`config.mk`:
```
export PLATFORM = sky130hd
export DESIGN_NAME = led_blink_bank
export DESIGN_NICKNAME = d
export VERILOG_FILES = /design/src/rtl/led_blink_bank.sv
export SDC_FILE = /design/constraint.sdc
export NUM_CORES = 1
export LEC_CHECK = 0
export BUFFER_PORTS_ARGS = -buffer_cell sky130_fd_sc_hd__buf_2
export CORE_UTILIZATION = 35
export CTS_CLUSTER_DIAMETER = 40
export CTS_CLUSTER_SIZE = 24
export DETAILED_ROUTE_END_ITERATION = 10
export PLACE_DENSITY = 0.58
export SKIP_LAST_GASP = 1
export SYNTH_ARGS = -nofsm -noshare
export SYNTH_HDL_FRONTEND = slang
export SYNTH_SLANG_ARGS = --single-unit
export TNS_END_PERCENT = 30
```
`constraint.sdc`:
```
create_clock -name CLOCK_50 -period 5.56 [get_ports CLOCK_50]
set_clock_uncertainty 0.15 [all_clocks]
set_input_delay 1.39 -clock CLOCK_50 [delete_from_list [all_inputs] [get_ports CLOCK_50]]
set_output_delay 1.39 -clock CLOCK_50 [all_outputs]
set_load 0.05 [all_outputs]
```
`src/rtl/led_blink_bank.sv`:
```
// Bank of independent LED channels (off / on / blink / one-shot) timed by a shared 1 ms prescaler.
// Optional LED_BRIGHT_EN adds a BRIGHT input and an 8-bit PWM dimmer on lit channels.
module led_blink_bank #(
  parameter int unsigned CLK_HZ   = 50000000,
  parameter int unsigned CHANNELS = 4,
  parameter int unsigned MS_W     = 16
) (
  input  logic                     CLOCK_50,
  input  logic                     RESET_N,
  input  logic [2*CHANNELS-1:0]    MODE,
  input  logic [MS_W*CHANNELS-1:0] HALF_MS,
`ifdef LED_BRIGHT_EN
  input  logic [8*CHANNELS-1:0]    BRIGHT,
`endif
  output logic [CHANNELS-1:0]      LED,
  output logic [CHANNELS-1:0]      LED_N,
  output logic                     TICK
);

  localparam int unsigned DIV = CLK_HZ / 1000;
  localparam int unsigned PW  = (DIV > 2) ? $clog2(DIV) : 1;

  typedef enum logic [1:0] {
    MODE_OFF     = 2'b00,
    MODE_ON      = 2'b01,
    MODE_BLINK   = 2'b10,
    MODE_ONESHOT = 2'b11
  } mode_e;

  logic [PW-1:0]                  presc_q, presc_d;
  logic                           tick_q, tick_d;
  logic [CHANNELS-1:0][MS_W-1:0]  cnt_q, cnt_d;
  logic [CHANNELS-1:0][MS_W-1:0]  lim_c;
  logic [CHANNELS-1:0][1:0]       mode_q, mode_d;
  logic [CHANNELS-1:0]            phase_q, phase_d;
  logic [CHANNELS-1:0]            done_q, done_d;
  logic [CHANNELS-1:0]            led_q, led_d;
  logic [CHANNELS-1:0]            led_n_q;
  logic [CHANNELS-1:0]            lit_c;
  logic [CHANNELS-1:0]            pwm_on_c;

  // Prescaler; tick_q mirrors "count == DIV-1" so it is high in exactly that cycle
  always_comb begin
    presc_d = (presc_q == PW'(DIV - 1)) ? '0 : presc_q + PW'(1);
    tick_d  = (presc_d == PW'(DIV - 1));
  end

`ifdef LED_BRIGHT_EN
  logic [7:0] pwm_q;

  always_ff @(posedge CLOCK_50 or negedge RESET_N) begin
    if (!RESET_N) pwm_q <= '0;
    else          pwm_q <= pwm_q + 8'(1);
  end

  always_comb begin
    pwm_on_c = '0;
    for (int i = 0; i < int'(CHANNELS); i++) begin
      pwm_on_c[i] = (pwm_q < BRIGHT[8*i +: 8]);
    end
  end
`else
  assign pwm_on_c = '1;
`endif

  // Per-channel next state; a mode change wins over a coincident tick
  always_comb begin
    cnt_d   = cnt_q;
    phase_d = phase_q;
    done_d  = done_q;
    mode_d  = MODE;
    lim_c   = '0;
    lit_c   = '0;
    led_d   = '0;
    for (int i = 0; i < int'(CHANNELS); i++) begin
      lim_c[i] = (HALF_MS[MS_W*i +: MS_W] == '0) ? '0
                                                 : HALF_MS[MS_W*i +: MS_W] - MS_W'(1);
      if (MODE[2*i +: 2] != mode_q[i]) begin
        cnt_d[i]   = '0;
        phase_d[i] = 1'b1;
        done_d[i]  = 1'b0;
      end else begin
        case (mode_e'(mode_q[i]))
          MODE_BLINK: begin
            if (tick_q) begin
              if (cnt_q[i] >= lim_c[i]) begin
                phase_d[i] = ~phase_q[i];
                cnt_d[i]   = '0;
              end else begin
                cnt_d[i] = cnt_q[i] + MS_W'(1);
              end
            end
          end
          MODE_ONESHOT: begin
            if (tick_q && !done_q[i]) begin
              if (cnt_q[i] >= lim_c[i]) begin
                done_d[i] = 1'b1;
                cnt_d[i]  = '0;
              end else begin
                cnt_d[i] = cnt_q[i] + MS_W'(1);
              end
            end
          end
          default: cnt_d[i] = '0;
        endcase
      end

      // LED is driven from the registered state, hence one clock behind it
      case (mode_e'(mode_q[i]))
        MODE_OFF:     lit_c[i] = 1'b0;
        MODE_ON:      lit_c[i] = 1'b1;
        MODE_BLINK:   lit_c[i] = phase_q[i];
        MODE_ONESHOT: lit_c[i] = ~done_q[i];
        default:      lit_c[i] = 1'b0;
      endcase
      led_d[i] = lit_c[i] & pwm_on_c[i];
    end
  end

  always_ff @(posedge CLOCK_50 or negedge RESET_N) begin
    if (!RESET_N) begin
      presc_q <= '0;
      tick_q  <= 1'b0;
      cnt_q   <= '0;
      mode_q  <= '0;
      phase_q <= '0;
      done_q  <= '0;
      led_q   <= '0;
      led_n_q <= '1;
    end else begin
      presc_q <= presc_d;
      tick_q  <= tick_d;
      cnt_q   <= cnt_d;
      mode_q  <= mode_d;
      phase_q <= phase_d;
      done_q  <= done_d;
      led_q   <= led_d;
      led_n_q <= ~led_d;
    end
  end

  assign LED   = led_q;
  assign LED_N = led_n_q;
  assign TICK  = tick_q;

endmodule

```
==> flow_metrics.env <==
export IMPL_synth_edf_count=0
export IMPL_total_power_mw=1.60
export IMPL_start_kind="input port"
export IMPL_die_h_um=153
export IMPL_avgSynthCellArea_um2=8.62
export IMPL_cts_buffers=9
export IMPL_hold_path_class="reg -> reg"
export IMPL_hold_violations=0
export IMPL_num_nets_final=1166
export IMPL_critPathKind="in -> reg"
export IMPL_overflow=0
export IMPL_clkPwrFrac=0.367
export IMPL_switching_share=0.273
export IMPL_post_cts_buffers=0
export IMPL_timing_final_crit_period_ns=4.58
export IMPL_pwr_share_comb=0.144
export IMPL_vias=6611
export IMPL_globalplace_congestion=0.838
export IMPL_wl_per_cell_um=13.3
export IMPL_die_area_um2=23500
export IMPL_rsz0062_at_grt="false"
export IMPL_ys_flop_type="dfrtp_1"
export IMPL_rows=54
export IMPL_drtPass1Iterations=4
export IMPL_floorplan_initialDensity=0.362
export IMPL_antenna_found_initial=2
export IMPL_critPathBufInv=2
export IMPL_max_freq_mhz=218
export IMPL_synth_nets=1081
export IMPL_tns_ns=0
export IMPL_max_stage_delay_ns=0.58
export IMPL_async_flop_share=1.00
export IMPL_ir_drop_mv=0.125
export IMPL_cts_resized=0
export IMPL_root_buffer="clkbuf_16"
export IMPL_drive_gt1_frac=0.130
export IMPL_ant_nets=0
export IMPL_clock_latency_ns=0.35
export IMPL_wl_mm=17.3
export IMPL_crit_family="simple AND/OR/NAND/NOR gates"
export IMPL_pwr_share_seq=0.490
export IMPL_place_hpwl_mm=13.5
export IMPL_p_switching_mw=0.435
export IMPL_clock_path_buffers=2
export IMPL_grt_pass1_wl_mm=29.7
export IMPL_viasPerCell=5.09
export IMPL_maxCapViolCount=0
export IMPL_cts_hold_repair_buffers=0
export IMPL_pre_cts_slack_ns=0.614
export IMPL_seq_area_frac_synth=0.329
export IMPL_ioPinCount=83
export IMPL_crit_path_end_kind="flip-flop"
export IMPL_outcome="completed"
export IMPL_final_util=0.408
export IMPL_die_x_um=153
export IMPL_synthesis_yosys_warnings=0
export IMPL_final_setup_worst_slack_ns=0.980
export IMPL_path_clk_slew_ns=0.07
export IMPL_cts_max_level=3
export IMPL_maxSlewViolCount=0
export IMPL_yosysUniqueCellTypes=70
export IMPL_min_period_over_period=0.824
export IMPL_dr_first_iter_drc_count=279
export IMPL_grt_start_max_net_pins=46
export IMPL_grt_pass1_vias=6279
export IMPL_syn_to_final_growth_pct=12.5
export IMPL_p_int_mw=1.16
export IMPL_num_fill_cells=2251
export IMPL_crit_path_max_fanout=13
export IMPL_drc=0
export IMPL_crit_required_ns=5.65
export IMPL_path_cells="buf_2, or4_1, nor3_2, nand2_1, nor3_1, xor2_1, nand2_1, ha_1, and4_1, nand2_1, or3_1, o32a_1, a21oi_2, buf_4, nor2_1"
export IMPL_worst_slew_pin_slew_ns=0.786
export IMPL_cts_tree="built"
export IMPL_cts_num_sinks=105
export IMPL_core_um2=22100
export IMPL_port_buffers=82
export IMPL_crit_top_cell="nand2_1"
export IMPL_slew_headroom=0.471
export IMPL_syn_area_um2=8010
export IMPL_synthCells=929
export IMPL_setup_viol=0
export IMPL_total_leakage_power_nw=4.17
export IMPL_arrival_ns=4.67
export IMPL_p_per_area_nw_per_um2=177
export IMPL_ys_ff_latch=105
export IMPL_grt_usage=0.152
export IMPL_cpMaxStageDelayCell="or4_1"
## through the flow
step	hold WS (ns)	instances	cell area, um^2
after floorplan	0.308	929	8010
after global placement	0.338	1283	8740
after detailed placement	0.336	1283	8740
after CTS	0.350	1298	9010
after global routing	0.381	1299	9010
final	0.344	1299	9010
## logic make-up after synthesis
kind of cell / after synthesis / share of synthesized area
and+or+nand+nor: 429 / 0.263
AOI/OAI and AO/OA: 135 / 0.119
xor gates and xnor gates: 119 / 0.130
DFF: 105 / 0.329
adders and majority gates: 78 / 0.122
buffers and inverters: 58 / 0.0313
muxes: 5 / 0.00625
## worst paths after layout
kind	from	endpoint	slack, ns	depth (start not counted)
worst max-delay path	HALF_MS[21]	cnt_q[29]	0.98	15
worst min-delay path	phase_q[3]	phase_q[3]	0.34	1
worst max register to register	TICK	cnt_q[8]	2.81	6
worst min register to register	phase_q[3]	phase_q[3]	0.34	1
max in group asynchronous	RESET_N	LED_N[2]	3.46	2
min in group asynchronous	RESET_N	cnt_q[10]	0.83	1
## state kept, by name, summed over array words and instances, names as in the netlist
name,flops
LED,4
LED_N,4
TICK,1
cnt_q,64
done_q,4
mode_q,8
phase_q,4
presc_q,16
## power by group through the flow
stage               clock (mW)  sequential, mW  combinational (mW)
floorplan                    0           0.804               0.129
global placement             0           0.797               0.230
detailed placement           0           0.797               0.233
CTS                      0.611           0.782               0.234
global route             0.638           0.783               0.264
finish                   0.585           0.782               0.229
## layout make-up
class	instances	area, um^2	area share
clock inverters	5	33.8	0.00375
clock buffers	10	229	0.0254
repair buffers	92	488	0.0542
well taps	280	350	0.0389
flip-flops and latches	105	2630	0.292
diodes	1	2.50	0.000278
multi-input cells	766	5120	0.569
inverters	40	150	0.0167
## synthesized netlist by cell type, types with 4 or more instances
| master | n | share of area |
|---|---|---|
| nand2_1 | 137 | 0.064 |
| dfrtp_1 | 101 | 0.32 |
| nor2_1 | 93 | 0.044 |
| ha_1 | 78 | 0.12 |
| xor2_1 | 60 | 0.066 |
| xnor2_1 | 59 | 0.065 |
| nand3_1 | 41 | 0.026 |
| a21oi_1 | 40 | 0.025 |
| inv_1 | 40 | 0.019 |
| nor3_1 | 29 | 0.018 |
| nand4_1 | 22 | 0.017 |
| and3_1 | 20 | 0.016 |
| o21ai_0 | 19 | 0.012 |
| nand2b_1 | 16 | 0.013 |
| nor4_1 | 15 | 0.012 |
| and2_1 | 13 | 0.010 |
| a21o_1 | 12 | 0.011 |
| a31oi_1 | 9 | 0.0070 |
| buf_2 | 8 | 0.0050 |
| nor2b_1 | 8 | 0.0063 |
| and4_1 | 6 | 0.0066 |
| clkbuf_1 | 6 | 0.0028 |
| o2111ai_1 | 6 | 0.0066 |
| a211oi_1 | 5 | 0.0047 |
| a31o_2 | 5 | 0.0055 |
| mux2i_1 | 5 | 0.0063 |
| nand3b_1 | 5 | 0.0047 |
| or4_1 | 5 | 0.0047 |
| dfstp_2 | 4 | 0.013 |
| o21a_1 | 4 | 0.0038 |
| or3_1 | 4 | 0.0031 |
## placed cells by master (no fill, tap or decap), types with 3 or more instances in the layout
master / count
nand2_1: 137
dfrtp_1: 101
nor2_1: 93
buf_2: 81
ha_1: 78
xor2_1: 60
xnor2_1: 59
nand3_1: 41
inv_1: 40
a21oi_1: 40
nor3_1: 29
nand4_1: 22
and3_1: 20
o21ai_0: 19
nand2b_1: 16
nor4_1: 15
and2_1: 13
a21o_1: 12
buf_4: 11
a31oi_1: 9
clkbuf_16: 9
nor2b_1: 8
and4_1: 6
o2111ai_1: 6
or4_1: 5
nand3b_1: 5
a31o_2: 5
a211oi_1: 5
mux2i_1: 5
dfstp_2: 4
or3_1: 4
o21a_1: 4
or2_2: 3
o22ai_1: 3
## routing by layer
layer	vias up	wire (um)	track usage
met5	-	0	0
met4	0	189	0.0337
met3	12	638	0.0323
met2	75	8020	0.248
met1	3099	8430	0.206
li1	3425	-	-
Power figures use the tool's default switching activity.
